==> config.mk <==
export PLATFORM = sky130hd
export DESIGN_NAME = sm83_irq_dispatch
export DESIGN_NICKNAME = d
export VERILOG_FILES = /design/src/rtl/sm83_irq_pkg.sv /design/src/rtl/sm83_irq_prio.sv /design/src/rtl/sm83_irq_dispatch.sv
export SDC_FILE = /design/constraint.sdc
export NUM_CORES = 1
export LEC_CHECK = 0
export ABC_AREA = 1
export CAP_MARGIN = 20
export CORE_MARGIN = 3
export CORE_UTILIZATION = 38
export CTS_CLUSTER_SIZE = 16
export DETAILED_ROUTE_END_ITERATION = 12
export GPL_ROUTABILITY_DRIVEN = 0
export MAX_ROUTING_LAYER = met4
export PLACE_DENSITY = 0.78
export SLEW_MARGIN = 20
export SYNTH_ARGS = -nofsm -noshare
export SYNTH_HDL_FRONTEND = slang
export SYNTH_HIERARCHICAL = 1
export SYNTH_SLANG_ARGS = --single-unit
export TNS_END_PERCENT = 1
==> constraint.sdc <==
create_clock -name clk -period 1.35 [get_ports clk]
set_input_delay 0.27 -clock clk [delete_from_list [all_inputs] [get_ports clk]]
set_output_delay 0.27 -clock clk [all_outputs]
set_load 0.005 [all_outputs]
==> src/rtl/sm83_irq_pkg.sv <==
// Shared definitions for the SM83 interrupt dispatch block.
//   irq_state_t        : dispatch sequencer states
//   *_DEFAULT          : default source count and vector layout
//   vec_of(k, ...)     : service address of source k
package sm83_irq_pkg;

  typedef enum logic [2:0] {
    StIdle,
    StW1,
    StW2,
    StPushHi,
    StPushLo,
    StJump
  } irq_state_t;

  localparam int unsigned N_IRQ_DEFAULT    = 5;
  localparam logic [15:0] VEC_BASE_DEFAULT = 16'h0040;
  localparam int unsigned VEC_STEP_DEFAULT = 8;

  // Computed in 16 bits; the caller guarantees k*step fits in a byte.
  function automatic logic [15:0] vec_of(input int unsigned k,
                                         input logic [15:0] base = VEC_BASE_DEFAULT,
                                         input int unsigned step = VEC_STEP_DEFAULT);
    return base + 16'(k * step);
  endfunction

endpackage

==> src/rtl/sm83_irq_prio.sv <==
// Combinational lowest-set-bit priority encoder (bit 0 wins).
//   req_i   : request vector
//   grant_o : one-hot grant of the lowest set bit (0 when no request)
//   idx_o   : index of the granted bit (0 when no request)
//   none_o  : no request bit is set
module sm83_irq_prio #(
  parameter int unsigned N_IRQ = 5,
  parameter int unsigned IdxW  = (N_IRQ > 1) ? $clog2(N_IRQ) : 1
) (
  input  logic [N_IRQ-1:0] req_i,
  output logic [N_IRQ-1:0] grant_o,
  output logic [IdxW-1:0]  idx_o,
  output logic             none_o
);

  always_comb begin
    grant_o = '0;
    idx_o   = '0;
    // Scan from the top down so the lowest set bit is the last writer.
    for (int i = N_IRQ - 1; i >= 0; i--) begin
      if (req_i[i]) begin
        grant_o    = '0;
        grant_o[i] = 1'b1;
        idx_o      = IdxW'(i);
      end
    end
    none_o = ~|req_i;
  end

endmodule

==> src/rtl/sm83_irq_dispatch.sv <==
// SM83 interrupt-service sequencer: IDLE -> W1 -> W2 -> PUSH_HI -> PUSH_LO -> JUMP.
//   clk, reset     : clock, synchronous active-high reset
//   mcyc_en        : M-cycle advance strobe; state moves only when high
//   irq_pending    : gated IF & IE vector from the latch array
//   ime            : master interrupt enable (checked only at entry)
//   insn_boundary  : sequencer is at an opcode fetch
//   halted         : CPU is in HALT
//   busy           : dispatch in progress
//   wake           : HALT wake-up, independent of ime
//   ime_clr        : one-clk pulse after entry
//   pc_dec         : W1 decode, undo prefetch increment
//   push_hi/lo     : PUSH_HI / PUSH_LO decodes
//   jump           : JUMP decode, load PC from vector
//   vector         : latched service address
//   irq_ack        : one-hot one-clk acknowledge of the serviced source
module sm83_irq_dispatch
  import sm83_irq_pkg::*;
#(
  parameter int unsigned N_IRQ    = N_IRQ_DEFAULT,
  parameter logic [15:0] VEC_BASE = VEC_BASE_DEFAULT,
  parameter int unsigned VEC_STEP = VEC_STEP_DEFAULT
) (
  input  logic             clk,
  input  logic             reset,
  input  logic             mcyc_en,
  input  logic [N_IRQ-1:0] irq_pending,
  input  logic             ime,
  input  logic             insn_boundary,
  input  logic             halted,
  output logic             busy,
  output logic             wake,
  output logic             ime_clr,
  output logic             pc_dec,
  output logic             push_hi,
  output logic             push_lo,
  output logic             jump,
  output logic [15:0]      vector,
  output logic [N_IRQ-1:0] irq_ack
);

  localparam int unsigned IdxW = (N_IRQ > 1) ? $clog2(N_IRQ) : 1;

  if ((N_IRQ - 1) * VEC_STEP > 255) begin : g_vec_range_err
    $error("sm83_irq_dispatch: (N_IRQ-1)*VEC_STEP exceeds 8'hFF");
  end

  irq_state_t       state_q, state_d;
  logic [15:0]      vector_q, vector_d;
  logic [N_IRQ-1:0] irq_ack_q, irq_ack_d;
  logic             ime_clr_q, ime_clr_d;

  logic [N_IRQ-1:0] prio_grant;
  logic [IdxW-1:0]  prio_idx;
  logic             prio_none;
  int unsigned      prio_k;

  sm83_irq_prio #(
    .N_IRQ (N_IRQ),
    .IdxW  (IdxW)
  ) u_prio (
    .req_i   (irq_pending),
    .grant_o (prio_grant),
    .idx_o   (prio_idx),
    .none_o  (prio_none)
  );

  assign prio_k = 32'(prio_idx);

  always_comb begin
    state_d   = state_q;
    vector_d  = vector_q;
    irq_ack_d = '0;
    ime_clr_d = 1'b0;
    if (mcyc_en) begin
      unique case (state_q)
        StIdle: begin
          if (insn_boundary && ime && |irq_pending) begin
            state_d   = StW1;
            ime_clr_d = 1'b1;
          end
        end
        StW1:     state_d = StW2;
        StW2:     state_d = StPushHi;
        StPushHi: begin
          // Late priority sampling; a withdrawn request still completes with vector 0.
          state_d   = StPushLo;
          vector_d  = prio_none ? 16'h0000 : vec_of(prio_k, VEC_BASE, VEC_STEP);
          irq_ack_d = prio_grant;
        end
        StPushLo: state_d = StJump;
        StJump:   state_d = StIdle;
        default:  state_d = StIdle;
      endcase
    end
  end

  always_ff @(posedge clk) begin
    if (reset) begin
      state_q   <= StIdle;
      vector_q  <= 16'h0000;
      irq_ack_q <= '0;
      ime_clr_q <= 1'b0;
    end else begin
      state_q   <= state_d;
      vector_q  <= vector_d;
      irq_ack_q <= irq_ack_d;
      ime_clr_q <= ime_clr_d;
    end
  end

  assign busy    = (state_q != StIdle);
  assign pc_dec  = (state_q == StW1);
  assign push_hi = (state_q == StPushHi);
  assign push_lo = (state_q == StPushLo);
  assign jump    = (state_q == StJump);
  assign vector  = vector_q;
  assign irq_ack = irq_ack_q;
  assign ime_clr = ime_clr_q;
  assign wake    = halted & |irq_pending;

endmodule

==> reports/summary.txt, run 1 <==
worst r2r path cells -> 11
Synth top area share -> 0.347
largest fanout on the critical path -> 4
CTS Hold Buffers Added -> 0
placed insts -> 172
async set-reset flop share out of synthesis -> 0
R2R setup slack -> 0.08 ns
Clock transition at path regs -> 0.08 ns
post-route ant nets -> 0
core area -> 1800 um^2
# IOs -> 39
fin. max-slew vios -> 0
IO Port Bufs -> 26
CP startpoint -> state_q[0]
HPWL Detailed -> 1410 um
first-pass GRT wire length -> 3310 um
WL/cell -> 11.4 um
RSZ-0062 raised after global routing -> true
worst-skew pair later-pin latency -> 0.27 ns
share of post-route cells with drive strength above 1 -> 0.378
DRC violations left -> 0
critical path launch point type -> flop
die height -> 50.4 um
leak pwr -> 0.676 nW
Final Hold Viols -> 0
outcome -> finished, violations left
Synth cell types -> 17
GRT Resource Usage Total -> 0.175
Final nets -> 176
Clock Path Buffers -> 2
top cells by count, synth -> inv_1, nand2_1, nor2_1
worst r2r src -> state_q[0]
Synth area leader -> dfxtp_1
number of diodes -> 0
non-filler instance count after layout -> 189
Worst Skew -> 0.00206 ns
root buf cell -> clkbuf_4
CP Depth -> 5
data required time of the worst path -> 1.08 ns
top post-synthesis cells by area -> dfxtp_1, buf_4, inv_1
CTS Buf Count -> 3
Synth Flop Type -> dfxtp_1
RR Endpoint -> state_q[0]
Tcrit/Tclk final -> 1.01
DRC marker count from the first detailed-route iteration -> 14
crit path to -> busy
via count -> 831
pin count of the biggest net entering global routing -> 9
peak supply drop -> 0.488 mV
Overflow after GRT -> 0
number of max-cap violations -> 0
sequential fraction of the synthesis area -> 0.347
H-tree Lvls -> 1
crit end category -> primary output
synthesized cell area -> 751 um^2
Site Rows -> 15
CP max stage cell -> dfxtp_4
Worst Path Arrival -> 1.09 ns
HP Class -> input port to flop
Period minus WS final -> 1.36 ns
synthesized flop and latch total -> 13
Synth Instances -> 111
Syn-to-layout area delta -> 65.2%
Worst Path Buf+Inv -> 3
Initial Util -> 0.417
antenna violations before repair -> 0
DR pass1 iterations -> 5
Yosys warning count -> 6
cell family with most CP delay -> flip-flops
synthesized area per cell -> 6.76 um^2
vias in the first global route -> 831
DIE WIDTH -> 50.4 um
setup violators final -> 2
PwrDens -> 769 nW/um^2
Post-Route WL -> 2150 um
CTS tree -> built
failing checks -> negative setup slack
number of enable flip-flop cells after synthesis -> 0
crit path kind -> flop to primary output
Final Worst Setup Slack -> -0.00824 ns
vias per cell -> 4.40
fmax -> 0.736 GHz
Die Area -> 2540 um^2
CP cell instances -> nor2_4, inv_2, nor2_4, inv_2, buf_2
power consumption -> 0.954 mW
CTS Sinks -> 13
CP max stage delay -> 0.37 ns
==> metal layers <==
layer,global-route usage,vias up,part of all wire
li1,-,414,-
met1,0.156,378,0.34
met2,0.343,35,0.56
met3,0.0326,4,0.079
met4,0.0852,0,0.013
met5,-,-,0
==> state kept, by name, summed over array words and instances (netlist names) <==
name,cells
irq_ack,5
vector,4
ime_clr,1
state_q,3
==> repair_timing <==
| action | CTS | global route |
|---|---|---|
| resized for setup | 53 | 22 |
| setup buffers | 10 | 4 |
| endpoints found under the hold margin | 0 | 0 |
| setup endpoints to repair | 15 | 10 |
| pin swaps | 5 | 9 |
==> how the worst min path moves through the flow <==
stage / end / startpoint / slack, ns / cells past startpoint
finish: irq_ack[0] / irq_pending[0] / 0.34 / 4
detailed placement: vector[4] / vector[4] / 0.45 / 2
global route: irq_ack[0] / irq_pending[0] / 0.36 / 4
floorplan: state_q[2] / reset / 0.34 / 1
CTS: irq_ack[0] / irq_pending[0] / 0.44 / 4
global placement: vector[6] / vector[6] / 0.45 / 2
==> worst register-to-register path: cells and delay by family (launching register included) <==
kind	cells	cell delay [ns]
flops	1	0.37
buf+inv	4	0.32
simple gates	7	0.49
==> per-stage QoR <==
step	utilization	setup slack [ns]	cell area, um^2	setup TNS, ns	hold slack, ns
finish	0.688	-0.00824	1240	-0.0128	0.343
detailed placement	0.593	-0.447	1070	-2.41	0.453
global route	0.688	-0.0692	1240	-0.229	0.362
floorplan	-	0.327	792	0	0.339
CTS	0.661	-0.0261	1190	-0.0669	0.442
global placement	0.593	-0.429	1070	-1.82	0.450
==> cell usage in the layout, fill, tap and decap left out, drive strengths merged <==
cell type and instances:
a21oi 7, o21ai 1, nor4 1, clkdlybuf4s50 5, nand2 23, clkinv 1, clkbuf 8, dlymetal6s2s 1
buf 31, conb 12, dlygate4sd2 9, clkdlybuf4s15 2, nor3 2, inv 21, nand3 6, nor2 21
dfxtp 13
==> where the power goes <==
| group | internal, mW | total, mW | switching (mW) |
|---|---|---|---|
| clock | 0.110 | 0.231 | 0.122 |
| sequential | 0.393 | 0.407 | 0.0143 |
| combinational | 0.173 | 0.316 | 0.143 |
==> cell families after synthesis <==
group / share of synthesized area
compound gates: 0.0533
buf+inv: 0.265
flops: 0.347
other cells: 0.00500
simple gates: 0.330
==> area by class of cell <==
cell class,count,area [um^2]
fillers,148,562
repair buffers,53,428
multi-input cells,73,403
flip-flops and latches,13,272
inverters,21,78.8
well taps,25,31.3
clock buffers,3,22.5
clock inverters,1,5.00
Note: power is estimated with default switching activity, not from simulation.
==> run 2, diff against run 1 <==
- CTS_BUF_LIST: unset -> sky130_fd_sc_hd__clkbuf_4
- PLACE_DENSITY: 0.78 -> 0.8
- SYNTH_HIERARCHICAL: 1 -> unset
==> run 2 against run 1 <==
- fmax grew 1.5%
- total power decreased by 0.35%
- largest cell class unchanged
- area after synthesis shrank 9.7%
- the flow now finishes without violations
- worst setup slack gained 0.020 ns
- sequential share of layout area up 2.3 points
- via count is 12% lower
==> reports/summary.txt, run 2 <==
CTS tree -> built
Overflow after GRT -> 0
most frequent cells in the layout -> buf_4, dlygate4sd2_1, nand2_1
Syn-to-layout area delta -> 64.8%
crit path kind -> input port to primary output
data required time of the worst path -> 1.08 ns
core area -> 1590 um^2
post-synthesis mux area share -> 0
sequential fraction of the synthesis area -> 0.384
PwrDens -> 851 nW/um^2
Seq. cell area -> 270 um^2
fmax -> 0.747 GHz
Period minus WS final -> 1.34 ns
pin count of the biggest net entering global routing -> 8
non-filler instance count after layout -> 164
Synth cell types -> 19
top cells by count, synth -> dfxtp_1, inv_1, nand2_1
crit end category -> primary output
Initial Util -> 0.425
# IOs -> 39
Synth area leader -> dfxtp_1
synthesized cell area -> 678 um^2
most common cell after layout, fill and taps aside -> buf_4
Simple-Gate Fraction of Synth Area -> 0.290
CTS Buf Count -> 3
Filler cells -> 141
Final Worst Setup Slack -> 0.0121 ns
Post-Route WL -> 1850 um
GRT Resource Usage Total -> 0.180
fin area -> 1120 um^2
number of diodes -> 0
RSZ-0062 raised after global routing -> true
largest fanout on the critical path -> 3
Clock Path Buffers -> 2
worst slack at placement -> -0.468 ns
Site Rows -> 14
largest family of logic cells by synthesized area -> simple AND/OR/NAND/NOR gates
critical path launch point type -> input port
worst-skew pair later-pin latency -> 0.28 ns
Synth top area share -> 0.384
via count -> 728
vias per cell -> 4.44
CTS Hold Buffers Added -> 0
adder and majority gate portion of the synthesized area -> 0
DR pass1 iterations -> 7
H-tree Lvls -> 1
top post-synthesis cells by area -> dfxtp_1, buf_4, inv_1
fin. max-slew vios -> 0
Final nets -> 152
DRC marker count from the first detailed-route iteration -> 8
IO Port Bufs -> 26
Worst Path Arrival -> 1.07 ns
HP Class -> input port to flop
Compound-Gate Fraction of Synth Area -> 0.0996
number of max-cap violations -> 0
CP max stage cell -> dlygate4sd2_1
share of post-route cells with drive strength above 1 -> 0.386
setup violators final -> 0
DP Area -> 1060 um^2
root buf cell -> clkbuf_4
XOR/XNOR Fraction of Synth Area -> 0
Yosys warning count -> 0
synthesized area per cell -> 7.45 um^2
Multi-input gate area -> 342 um^2
DIE WIDTH -> 48.2 um
CP cell instances -> dlygate4sd2_1, nor2_2, nand3_2, nand2_1, inv_1, clkdlybuf4s15_2
Worst Path Buf+Inv -> 3
CTS Sinks -> 13
Largest register FFs -> 5
placed insts -> 159
die height -> 48.2 um
Final Hold Viols -> 0
async set-reset flop share out of synthesis -> 0
antenna violations before repair -> 0
post-route ant nets -> 0
peak supply drop -> 0.446 mV
vias in the first global route -> 674
leak pwr -> 0.575 nW
number of enable flip-flop cells after synthesis -> 0
Tcrit/Tclk final -> 0.991
Worst Skew -> 0.00106 ns
DRC violations left -> 0
cell family with most CP delay -> buffers and inverters
Die Area -> 2330 um^2
outcome -> completed
Synth Flop Type -> dfxtp_1
Clock transition at path regs -> 0.08 ns
WL/cell -> 11.3 um
synthesized flop and latch total -> 13
power consumption -> 0.951 mW
Synth Instances -> 91
first-pass GRT wire length -> 2750 um
HPWL Detailed -> 1390 um
CP max stage delay -> 0.26 ns
-- run 2: worst paths after layout --
kind	startpoint	endpoint	slack, ns	cells past startpoint
setup / recovery	irq_pending[3]	wake	0.01	6
hold / removal	irq_pending[3]	irq_ack[3]	0.43	3
setup reg to reg	state_q[1]	irq_ack[3]	0.10	8
hold reg to reg	vector[6]	vector[6]	0.47	2
-- run 2: where the power goes --
group / leakage (nW) / switching (mW) / internal [mW]
clock: 0.0184 / 0.133 / 0.135
sequential: 0.107 / 0.0162 / 0.397
combinational: 0.449 / 0.133 / 0.136
-- run 2: what timing repair did --
item,in CTS,in global routing
endpoints found under the setup margin,16,5
gates resized for setup,36,22
pin swaps,0,4
setup buffers,0,1
-- run 2: layout make-up --
type	count	share of cell area
clock buffer	4	0.0269
inverter	16	0.0582
multi-input combinational	61	0.306
sequential	13	0.242
tap	24	0.0269
timing repair buffer	46	0.340
-- run 2: worst reg2reg max path: cells and delay by family (launching register included) --
| family | cells | cell delay (ns) |
|---|---|---|
| and+or+nand+nor | 5 | 0.46 |
| DFF | 1 | 0.38 |
| buffers and inverters | 3 | 0.35 |
-- run 2: per-stage QoR --
step,setup TNS [ns],util,hold slack [ns]
detailed placement,-1.55,0.666,0.467
floorplan,0,-,0.339
global placement,-1.30,0.666,0.457
CTS,-0.137,0.679,0.420
finish,0,0.701,0.430
global route,-0.0542,0.701,0.423
-- run 2: cell families after synthesis --
family	after synthesis
compound gates	11
buf+inv	28
other cells	1
simple gates	38
flops	13
-- run 2: metal layers --
layer,share of wire,wire (um),vias up,track usage
met1,0.38,706,323,0.196
met3,0.080,148,3,0.0369
met4,0.019,36,0,0.113
li1,-,-,358,-
met5,0,0,-,-
met2,0.52,963,44,0.294
